===== config.mk =====
export PLATFORM = sky130hd
export DESIGN_NAME = pipe_add_sub_n
export DESIGN_NICKNAME = d
export VERILOG_FILES = /design/src/rtl/pipe_add_pkg.sv /design/src/rtl/add_seg_stage.sv /design/src/rtl/full_adder.sv /design/src/rtl/pipe_add_sub_n.sv
export SDC_FILE = /design/constraint.sdc
export NUM_CORES = 1
export LEC_CHECK = 0
export ABC_AREA = 1
export BUFFER_PORTS_ARGS = -buffer_cell sky130_fd_sc_hd__buf_2
export CORE_MARGIN = 1
export CORE_UTILIZATION = 45
export CTS_BUF_LIST = sky130_fd_sc_hd__clkbuf_4 sky130_fd_sc_hd__clkbuf_8
export DETAILED_ROUTE_END_ITERATION = 10
export GPL_TIMING_DRIVEN = 0
export PLACE_DENSITY = 0.68
export SYNTH_ARGS = -nofsm -noshare
export SYNTH_HDL_FRONTEND = slang
export SYNTH_HIERARCHICAL = 1
export SYNTH_SLANG_ARGS = --single-unit

===== constraint.sdc =====
create_clock -name clk -period 4.8 [get_ports clk]
set_input_delay 0.96 -clock clk [delete_from_list [all_inputs] [get_ports clk]]
set_output_delay 0.96 -clock clk [all_outputs]
set_load 0.02 [all_outputs]

===== src/rtl/pipe_add_pkg.sv =====
// Shared types and elaboration-time helpers for the segmented pipelined adder.
package pipe_add_pkg;

    typedef enum logic {
        OP_ADD = 1'b0,
        OP_SUB = 1'b1
    } op_e;

    // Number of pipeline stages: one per SEG-bit segment.
    function automatic int stages(input int n, input int seg);
        return n / seg;
    endfunction

    // The operand must split into whole segments.
    function automatic bit width_ok(input int n, input int seg);
        return (seg > 0) && (n >= seg) && ((n % seg) == 0);
    endfunction

    // Bit offset of stage k's slice in the packed de-skew vector.
    // Stage k holds the (k+1)*SEG sum bits resolved so far.
    function automatic int done_off(input int seg, input int k);
        return seg * k * (k + 1) / 2;
    endfunction

    // Bit offset of stage k's slice in the packed skew vector.
    // Stage k holds the n-(k+1)*seg operand bits not yet consumed.
    function automatic int rem_off(input int n, input int seg, input int k);
        return k * n - seg * k * (k + 1) / 2;
    endfunction

endpackage


===== src/rtl/add_seg_stage.sv =====
// SEG-bit ripple-carry segment built from full_adder cells. Also exposes the
// carry into the segment MSB so the top segment can derive signed overflow.
module add_seg_stage #(
    parameter int SEG = 8
) (
    input  logic [SEG-1:0] seg_a,
    input  logic [SEG-1:0] seg_b,
    input  logic           seg_cin,
    output logic [SEG-1:0] seg_sum,
    output logic           seg_cout,
    output logic           seg_cmsb
);

    logic [SEG:0] carry;

    assign carry[0] = seg_cin;

    for (genvar gi = 0; gi < SEG; gi++) begin : g_bit
        full_adder u_fa (
            .a  (seg_a[gi]),
            .b  (seg_b[gi]),
            .ci (carry[gi]),
            .s  (seg_sum[gi]),
            .co (carry[gi+1])
        );
    end

    assign seg_cout = carry[SEG];
    assign seg_cmsb = carry[SEG-1];

endmodule


===== src/rtl/full_adder.sv =====
// Single-bit full adder cell.
module full_adder (
    input  logic a,
    input  logic b,
    input  logic ci,
    output logic s,
    output logic co
);

    assign s  = a ^ b ^ ci;
    assign co = (a & b) | (ci & (a ^ b));

endmodule


===== src/rtl/pipe_add_sub_n.sv =====
// Pipelined N-bit adder/subtractor. Each stage resolves one SEG-bit segment
// using the carry registered by the previous stage, so no carry path crosses a
// segment boundary combinationally. Unconsumed operand bits ride forward in
// skew registers, resolved sum bits in de-skew registers. The whole pipe
// advances together under a single enable.
module pipe_add_sub_n
    import pipe_add_pkg::*;
#(
    parameter int N   = 32,
    parameter int SEG = 8
) (
    input  logic         clk,
    input  logic         rst,
    input  logic         in_valid,
    output logic         in_ready,
    input  logic [N-1:0] a,
    input  logic [N-1:0] b,
    input  logic         sub,
    input  logic         cin,
    output logic         out_valid,
    input  logic         out_ready,
    output logic [N-1:0] sum,
    output logic         cout,
    output logic         ovf
);

    localparam int STAGES   = stages(N, SEG);
    localparam int DESKEW_W = done_off(SEG, STAGES);
    // With a single stage nothing is skewed; the skew vector shrinks to one unused bit.
    localparam int SKEW_W   = (STAGES > 1) ? rem_off(N, SEG, STAGES) : 1;

    if (!width_ok(N, SEG)) begin : g_width_check
        $error("pipe_add_sub_n: N (%0d) must be a multiple of SEG (%0d)", N, SEG);
    end

    op_e                 op;
    logic                adv;
    logic [N-1:0]        b_eff;
    logic                cin_eff;
    logic [STAGES-1:0]   valid_reg;
    logic [STAGES-1:0]   carry_reg;
    logic [DESKEW_W-1:0] deskew_reg;
    logic [SKEW_W-1:0]   a_skew_reg;
    logic [SKEW_W-1:0]   b_skew_reg;
    logic                ovf_reg;

    // Subtraction is a + ~b + !cin; the inversion happens once, at the input.
    assign op      = op_e'(sub);
    assign b_eff   = (op == OP_SUB) ? ~b : b;
    assign cin_eff = (op == OP_SUB) ? ~cin : cin;

    // Global advance: the pipe moves unless a valid result is being held.
    assign adv      = !valid_reg[STAGES-1] || out_ready;
    assign in_ready = rst || adv;

    for (genvar gi = 0; gi < STAGES; gi++) begin : g_stage
        localparam int LO  = gi * SEG;
        localparam int REM = N - LO - SEG;

        logic [SEG-1:0] s_a;
        logic [SEG-1:0] s_b;
        logic [SEG-1:0] s_sum;
        logic           s_cin;
        logic           s_vin;
        logic           s_cout;
        logic           s_cmsb;

        if (gi == 0) begin : g_src
            assign s_a   = a[SEG-1:0];
            assign s_b   = b_eff[SEG-1:0];
            assign s_cin = cin_eff;
            assign s_vin = in_valid;

            // First de-skew slice: just this segment's sum.
            always_ff @(posedge clk) begin
                if (rst) begin
                    deskew_reg[SEG-1:0] <= '0;
                end else if (adv) begin
                    deskew_reg[SEG-1:0] <= s_sum;
                end
            end
        end else begin : g_src
            localparam int PREV_REM  = rem_off(N, SEG, gi - 1);
            localparam int PREV_DONE = done_off(SEG, gi - 1);
            localparam int THIS_DONE = done_off(SEG, gi);

            assign s_a   = a_skew_reg[PREV_REM +: SEG];
            assign s_b   = b_skew_reg[PREV_REM +: SEG];
            assign s_cin = carry_reg[gi-1];
            assign s_vin = valid_reg[gi-1];

            // Append this segment above the bits resolved by earlier stages.
            always_ff @(posedge clk) begin
                if (rst) begin
                    deskew_reg[THIS_DONE +: LO+SEG] <= '0;
                end else if (adv) begin
                    deskew_reg[THIS_DONE +: LO+SEG] <= {s_sum, deskew_reg[PREV_DONE +: LO]};
                end
            end
        end

        add_seg_stage #(
            .SEG (SEG)
        ) u_seg (
            .seg_a    (s_a),
            .seg_b    (s_b),
            .seg_cin  (s_cin),
            .seg_sum  (s_sum),
            .seg_cout (s_cout),
            .seg_cmsb (s_cmsb)
        );

        // Per-stage valid bit and registered carry toward the next segment.
        always_ff @(posedge clk) begin
            if (rst) begin
                valid_reg[gi] <= 1'b0;
                carry_reg[gi] <= 1'b0;
            end else if (adv) begin
                valid_reg[gi] <= s_vin;
                carry_reg[gi] <= s_cout;
            end
        end

        if (REM > 0) begin : g_skew
            localparam int OFF = rem_off(N, SEG, gi);

            logic [REM-1:0] rem_a;
            logic [REM-1:0] rem_b;

            if (gi == 0) begin : g_rem_src
                assign rem_a = a[N-1:SEG];
                assign rem_b = b_eff[N-1:SEG];
            end else begin : g_rem_src
                localparam int PREV = rem_off(N, SEG, gi - 1);
                assign rem_a = a_skew_reg[PREV+SEG +: REM];
                assign rem_b = b_skew_reg[PREV+SEG +: REM];
            end

            // Carry the still-unconsumed operand bits one stage forward.
            always_ff @(posedge clk) begin
                if (adv) begin
                    a_skew_reg[OFF +: REM] <= rem_a;
                    b_skew_reg[OFF +: REM] <= rem_b;
                end
            end
        end

        if (gi == STAGES - 1) begin : g_ovf
            // Signed overflow: carry into the MSB differs from carry out of it.
            always_ff @(posedge clk) begin
                if (rst) begin
                    ovf_reg <= 1'b0;
                end else if (adv) begin
                    ovf_reg <= s_cmsb ^ s_cout;
                end
            end
        end
    end

    assign out_valid = valid_reg[STAGES-1];
    assign sum       = deskew_reg[DESKEW_W-1 -: N];
    assign cout      = carry_reg[STAGES-1];
    assign ovf       = ovf_reg;

endmodule


# --- Word level (Yosys, flattened, before mapping) ---
# Index checks and enable logic that the tools add are counted.
word_totals:
  output_inout_bits: 36
  regBits: 185
  wordCells: 187
classes:
  n_bitwise: 163
  mux: 2
  n_reduce_logical: 3
ops:
  columns: ["operator", "n"]
  rows:
  - ["1-bit XOR", 65]
  - ["1-bit bitwise AND", 64]
  - ["32-bit 2-to-1 mux", 1]
  - ["32-bit NOT", 1]
  - ["1-bit OR", 32]
  - ["1-bit logical OR", 2]
  - ["1-bit logical NOT", 1]
  - ["1-bit 2-to-1 mux", 1]
  - ["1-bit NOT", 1]

# --- Logic depth before layout (Yosys ltp) ---
depth:
  depth_word: 19
  depth_mapped: 13
  mapped_depth_nobuf: 13

# --- Cells and area by module ---
# The synthesis kept the hierarchy.
by_module_without_submodules:
  columns: ["mod", "cells_each", "instances", "area_per_inst_um2"]
  rows:
  - ["pipe_add_sub_n", 560, 1, 6715.2]
  - ["full_adder", 1, 32, 20.0]

# --- Worst setup path before layout ---
# OpenSTA, ideal clock, no wires.
synth_path:
  path_type: "input-to-reg"
  start: "in sub"
  end: "reg deskew_reg[7]"
  path_stages: 13
  path_buffers: 2
  arrival_ns: 4.738
  slack_ns: -0.052
  setup_time_ns: 0.114
  cell_sequence: "buf_2 buf_2 xor2_1 fa_1 fa_1 fa_1 fa_1 fa_1 fa_1 fa_1 fa_1 nor2_1 nor2_1"
synth_between:
  elab_chain_len: 17
  elab_cells_between_ends: 32
  classes_between: "mux: 2; bitwise: 30"
synth_lines:
  columns: ["element", "line_no", "rtl"]
  rows:
  - ["start: declaration", "pipe_add_sub_n.sv:18", "input logic sub,"]
  - ["32-bit 2-to-1 mux (*)", "pipe_add_sub_n.sv:49", "assign b_eff = (op == OP_SUB) ? ~b : b;"]
  - ["named net b_eff[0]", "pipe_add_sub_n.sv:38", "logic [N-1:0] b_eff;"]
  - ["1-bit XOR", "full_adder.sv:11", "assign co = (a & b) | (ci & (a ^ b));"]
  - ["1-bit bitwise AND", "full_adder.sv:11", null]
  - ["1-bit OR (*)", "full_adder.sv:11", null]
  - ["named net g_stage[0].u_seg.carry[1]", "add_seg_stage.sv:14", "logic [SEG:0] carry;"]
  - ["1-bit bitwise AND (*)", "full_adder.sv:11", null]
  - ["1-bit OR (*)", "full_adder.sv:11", null]
  - ["named net g_stage[0].u_seg.carry[2]", "add_seg_stage.sv:14", null]
  - ["[2 not listed]", null, null]
  - ["named net g_stage[0].u_seg.carry[3]", "add_seg_stage.sv:14", null]
  - ["[2 not listed]", null, null]
  - ["named net g_stage[0].u_seg.carry[4]", "add_seg_stage.sv:14", null]
  - ["[2 not listed]", null, null]
  - ["named net g_stage[0].u_seg.carry[5]", "add_seg_stage.sv:14", null]
  - ["1-bit bitwise AND (*)", "full_adder.sv:11", null]
  - ["1-bit OR (*)", "full_adder.sv:11", null]
  - ["named net g_stage[0].u_seg.carry[6]", "add_seg_stage.sv:14", null]
  - ["1-bit bitwise AND (*)", "full_adder.sv:11", null]
  - ["1-bit OR (*)", "full_adder.sv:11", null]
  - ["named net g_stage[0].s_cmsb", "pipe_add_sub_n.sv:66", "logic s_cmsb;"]
  - ["1-bit XOR (*)", "full_adder.sv:10", "assign s = a ^ b ^ ci;"]
  - ["named net g_stage[0].s_sum[7]", "pipe_add_sub_n.sv:62", "logic [SEG-1:0] s_sum;"]
  - ["end signal: indexed assignment", "pipe_add_sub_n.sv:79", "deskew_reg[SEG-1:0] <= s_sum;"]
  - ["end: declaration", "pipe_add_sub_n.sv:42", "logic [DESKEW_W-1:0] deskew_reg;"]
# The timed path passes the listed nets; every way through them passes the cells marked *.
# A chain may end at the register's enable or synchronous reset.

# --- Final worst setup path ---
# Same ends and word-level chain as after synthesis.

==> impl_results.md <==
- Die height: 130 µm
- Worst min-delay path endpoint: b_skew_reg[29]
- Vias/cell: 4.48
- Share of cells above drive strength 1: 25.3%
- Max Cap Viol: 0
- Resized Gates After CTS: 0
- Synth Flop Type: edfxtp_1
- Vias in the first global route: 4129
- Total congestion overflow: 0
- Diode count: 0
- Gp weighted congestion: 0.762
- Largest register FFs: 48
- Worst Path Required: 5.14 ns
- Worst VDD drop: 0.175 mV
- Largest family of logic cells by synthesized area: simple AND/OR/NAND/NOR gates
- Post-synthesis compound-gate area fraction: 8.85%
- Synthesized flop and latch total: 185
- Yosys top cell area share: 39.2%
- XOR/XNOR share of the synthesized area: 3.93%
- Worst Setup SP: sub
- 1st-pass router iterations: 4
- Final worst setup slack: 0.239 ns
- Largest net degree at the start of global routing: 80
- Sequential element share of the synthesized area: 63.4%
- Initial Util: 46.1%
- Full die area: 16900 µm²
- Cts hold-fix bufs: 0
- PortBufs: 103
- GRT Total Usage: 15.7%
- Post-Synth Adder-Cell Area: 8.71%
- Routed WL: 12200 µm
- Clock transition at path regs: 0.09 ns
- Hold/Removal Path Class: register to register
- Post-synth EDFFs: 96
- Top cells by area, synth: edfxtp_1 39%, dfxtp_1 24%, nor2_1 9.0%
- Inserted Clock Buffers: 17
- Crit Path Class: input port to register
- Synth Warn #: 6
- Worst skew pair latency: 0.45 ns
- Min Hold Slack: 0.418 ns
- Via count: 4226
- Starting DRT DRC Count: 247
- Post-Syn Instances: 592
- R2R Path End: ovf
- Multi-input logic area: 2290 µm²
- Dpl ws: -0.219 ns
- Final Max Tran Viols: 0
- RSZ-0062 raised after global routing: false
- Layout fillers: 1425
- Setup violators final: 0
- DRC: 0
- Die X: 130 µm
- Mapped Nets: 694
- Flip-flop and latch area: 4660 µm²
- Worst slew pin tran: 0.509 ns
- Register-to-Register Path Depth: 12
- Fin. Hold Viols: 0
- Skew final: 0.0120 ns
- CP Capture Type: register
- Largest area contributor in the netlist: edfxtp_1
- Worst slew margin: 66.1%
- CTS tree: built
- Worst hold start: b_skew_reg[13]
- Top Ports: 106
- Fin crit period: 4.56 ns
- Pwr/cell area: 399 nW/µm²
- Critical path peak fanout: 10
- # rows: 46
- Top-count cell post-synth: nor2_1
- Multiplexer share of the synthesized area: 0%
- Power Total: 3.40 mW
- R2r setup slk: 0.64 ns
- Detail Placement HPWL: 9080 µm
- Core area: 15900 µm²
- Setup_tns: 0 ns
- Hold path depth: 0
- WP data arrival: 4.91 ns
- Post-CTS Setup Bufs: 0
- Nets: 817
- Leakage power: 3.51 nW
- Syn avg cell area: 12.4 µm²
- Simple-Gate Fraction of Synth Area: 9.61%
- Initial antenna violation count: 0
- Commonest cells in the netlist: 176 x nor2_1, 96 x edfxtp_1, 89 x dfxtp_1
- Synth unique cells: 16
- Non-filler cells, final: 944
- Status: finished clean
- Final Cycle Share: 95.0%
- FFs w/ async S/R, synth: 0%
- WL per Instance: 13.0 µm
- Clk root buf: clkbuf_8
- Routed Antenna Nets: 0
- H-Tree Level Count: 4
- Dpl cells: 912
- Worst R2R Start: g_stage[3].s_a[0]
- Area Growth Syn to Fin: 15.8%
- Critical Path Source Type: input port
- Clock Tree Buf Depth: 2
- Sink Count: 185
- Max Clock Freq: 219 MHz
- Mapped cell area: 7360 µm²
- First-pass GRT wire length: 19800 µm
## cells in the final DEF, fill, tap and decap left out
cell type	count
buf_6	1
clkinv_1	5
nand2_2	1
edfxtp_1	96
buf_2	118
o21bai_1	86
dfxtp_1	89
inv_2	1
nand3b_1	1
bufinv_16	1
clkinvlp_4	3
clkinv_2	2
clkbuf_8	17
a21oi_1	1
clkinvlp_2	2
buf_4	34
fa_1	32
clkbuf_1	13
nand2_1	7
nor2_2	1
buf_16	1
nor2_1	176
inv_6	2
inv_1	5
xor2_1	33
## worst max path at each step
stage | to | slack [ns]
after CTS | deskew_reg[7] | 0.26
final | deskew_reg[7] | 0.24
after global placement | deskew_reg[7] | -0.20
after detailed placement | deskew_reg[7] | -0.22
after global routing | deskew_reg[7] | 0.11
after floorplan | deskew_reg[7] | 0.02
## power breakdown
part | leakage (nW) | internal [mW] | switching, mW | total, mW
Combinational | 1.60 | 0.262 | 0.285 | 0.546
Sequential | 1.75 | 1.86 | 0.0889 | 1.95
Clock | 0.162 | 0.398 | 0.513 | 0.911
Total | 3.51 | 2.52 | 0.887 | 3.40
## routing by layer
layer | GRT usage [%] | wire [µm] | up-vias
li1 | - | - | 2167
met1 | 20.8 | 5700 | 1951
met2 | 24.8 | 5840 | 96
met3 | 3.40 | 523 | 12
met4 | 7.18 | 158 | 0
met5 | 0 | 0 | -
## critical path, stage by stage
cell and delay [ns]:
buf_2 0.16, buf_6 0.17, xor2_1 0.18, fa_1 0.41, fa_1 0.40, fa_1 0.39
fa_1 0.39, fa_1 0.39, fa_1 0.39, fa_1 0.40, fa_1 0.48, nor2_1 0.13
nor2_1 0.05
## metrics by stage
step / utilization [%] / instance area (µm²)
floorplan: - / 7360
global placement: 51.1 / 8150
detailed placement: 51.3 / 8180
CTS: 53.4 / 8520
global route: 53.4 / 8520
finish: 53.4 / 8520
## layout make-up
| type | instances | area share [%] |
|---|---|---|
| Multi-Input combinational cell | 338 | 26.8 |
| Timing Repair Buffer | 104 | 6.37 |
| Sequential cell | 185 | 54.7 |
| Buffer | 63 | 4.58 |
| Inverter | 6 | 0.264 |
| Clock inverter | 15 | 1.28 |
| Clock buffer | 17 | 2.75 |
| Tap cell | 216 | 3.17 |
## cells by family after synthesis
kind of cell	Yosys count
buffers and inverters	69
AOI/OAI and AO/OA	87
xor gates and xnor gates	33
adders and majority gates	32
DFF	185
and+or+nand+nor	186
Note: power is estimated with default switching activity, not from simulation.
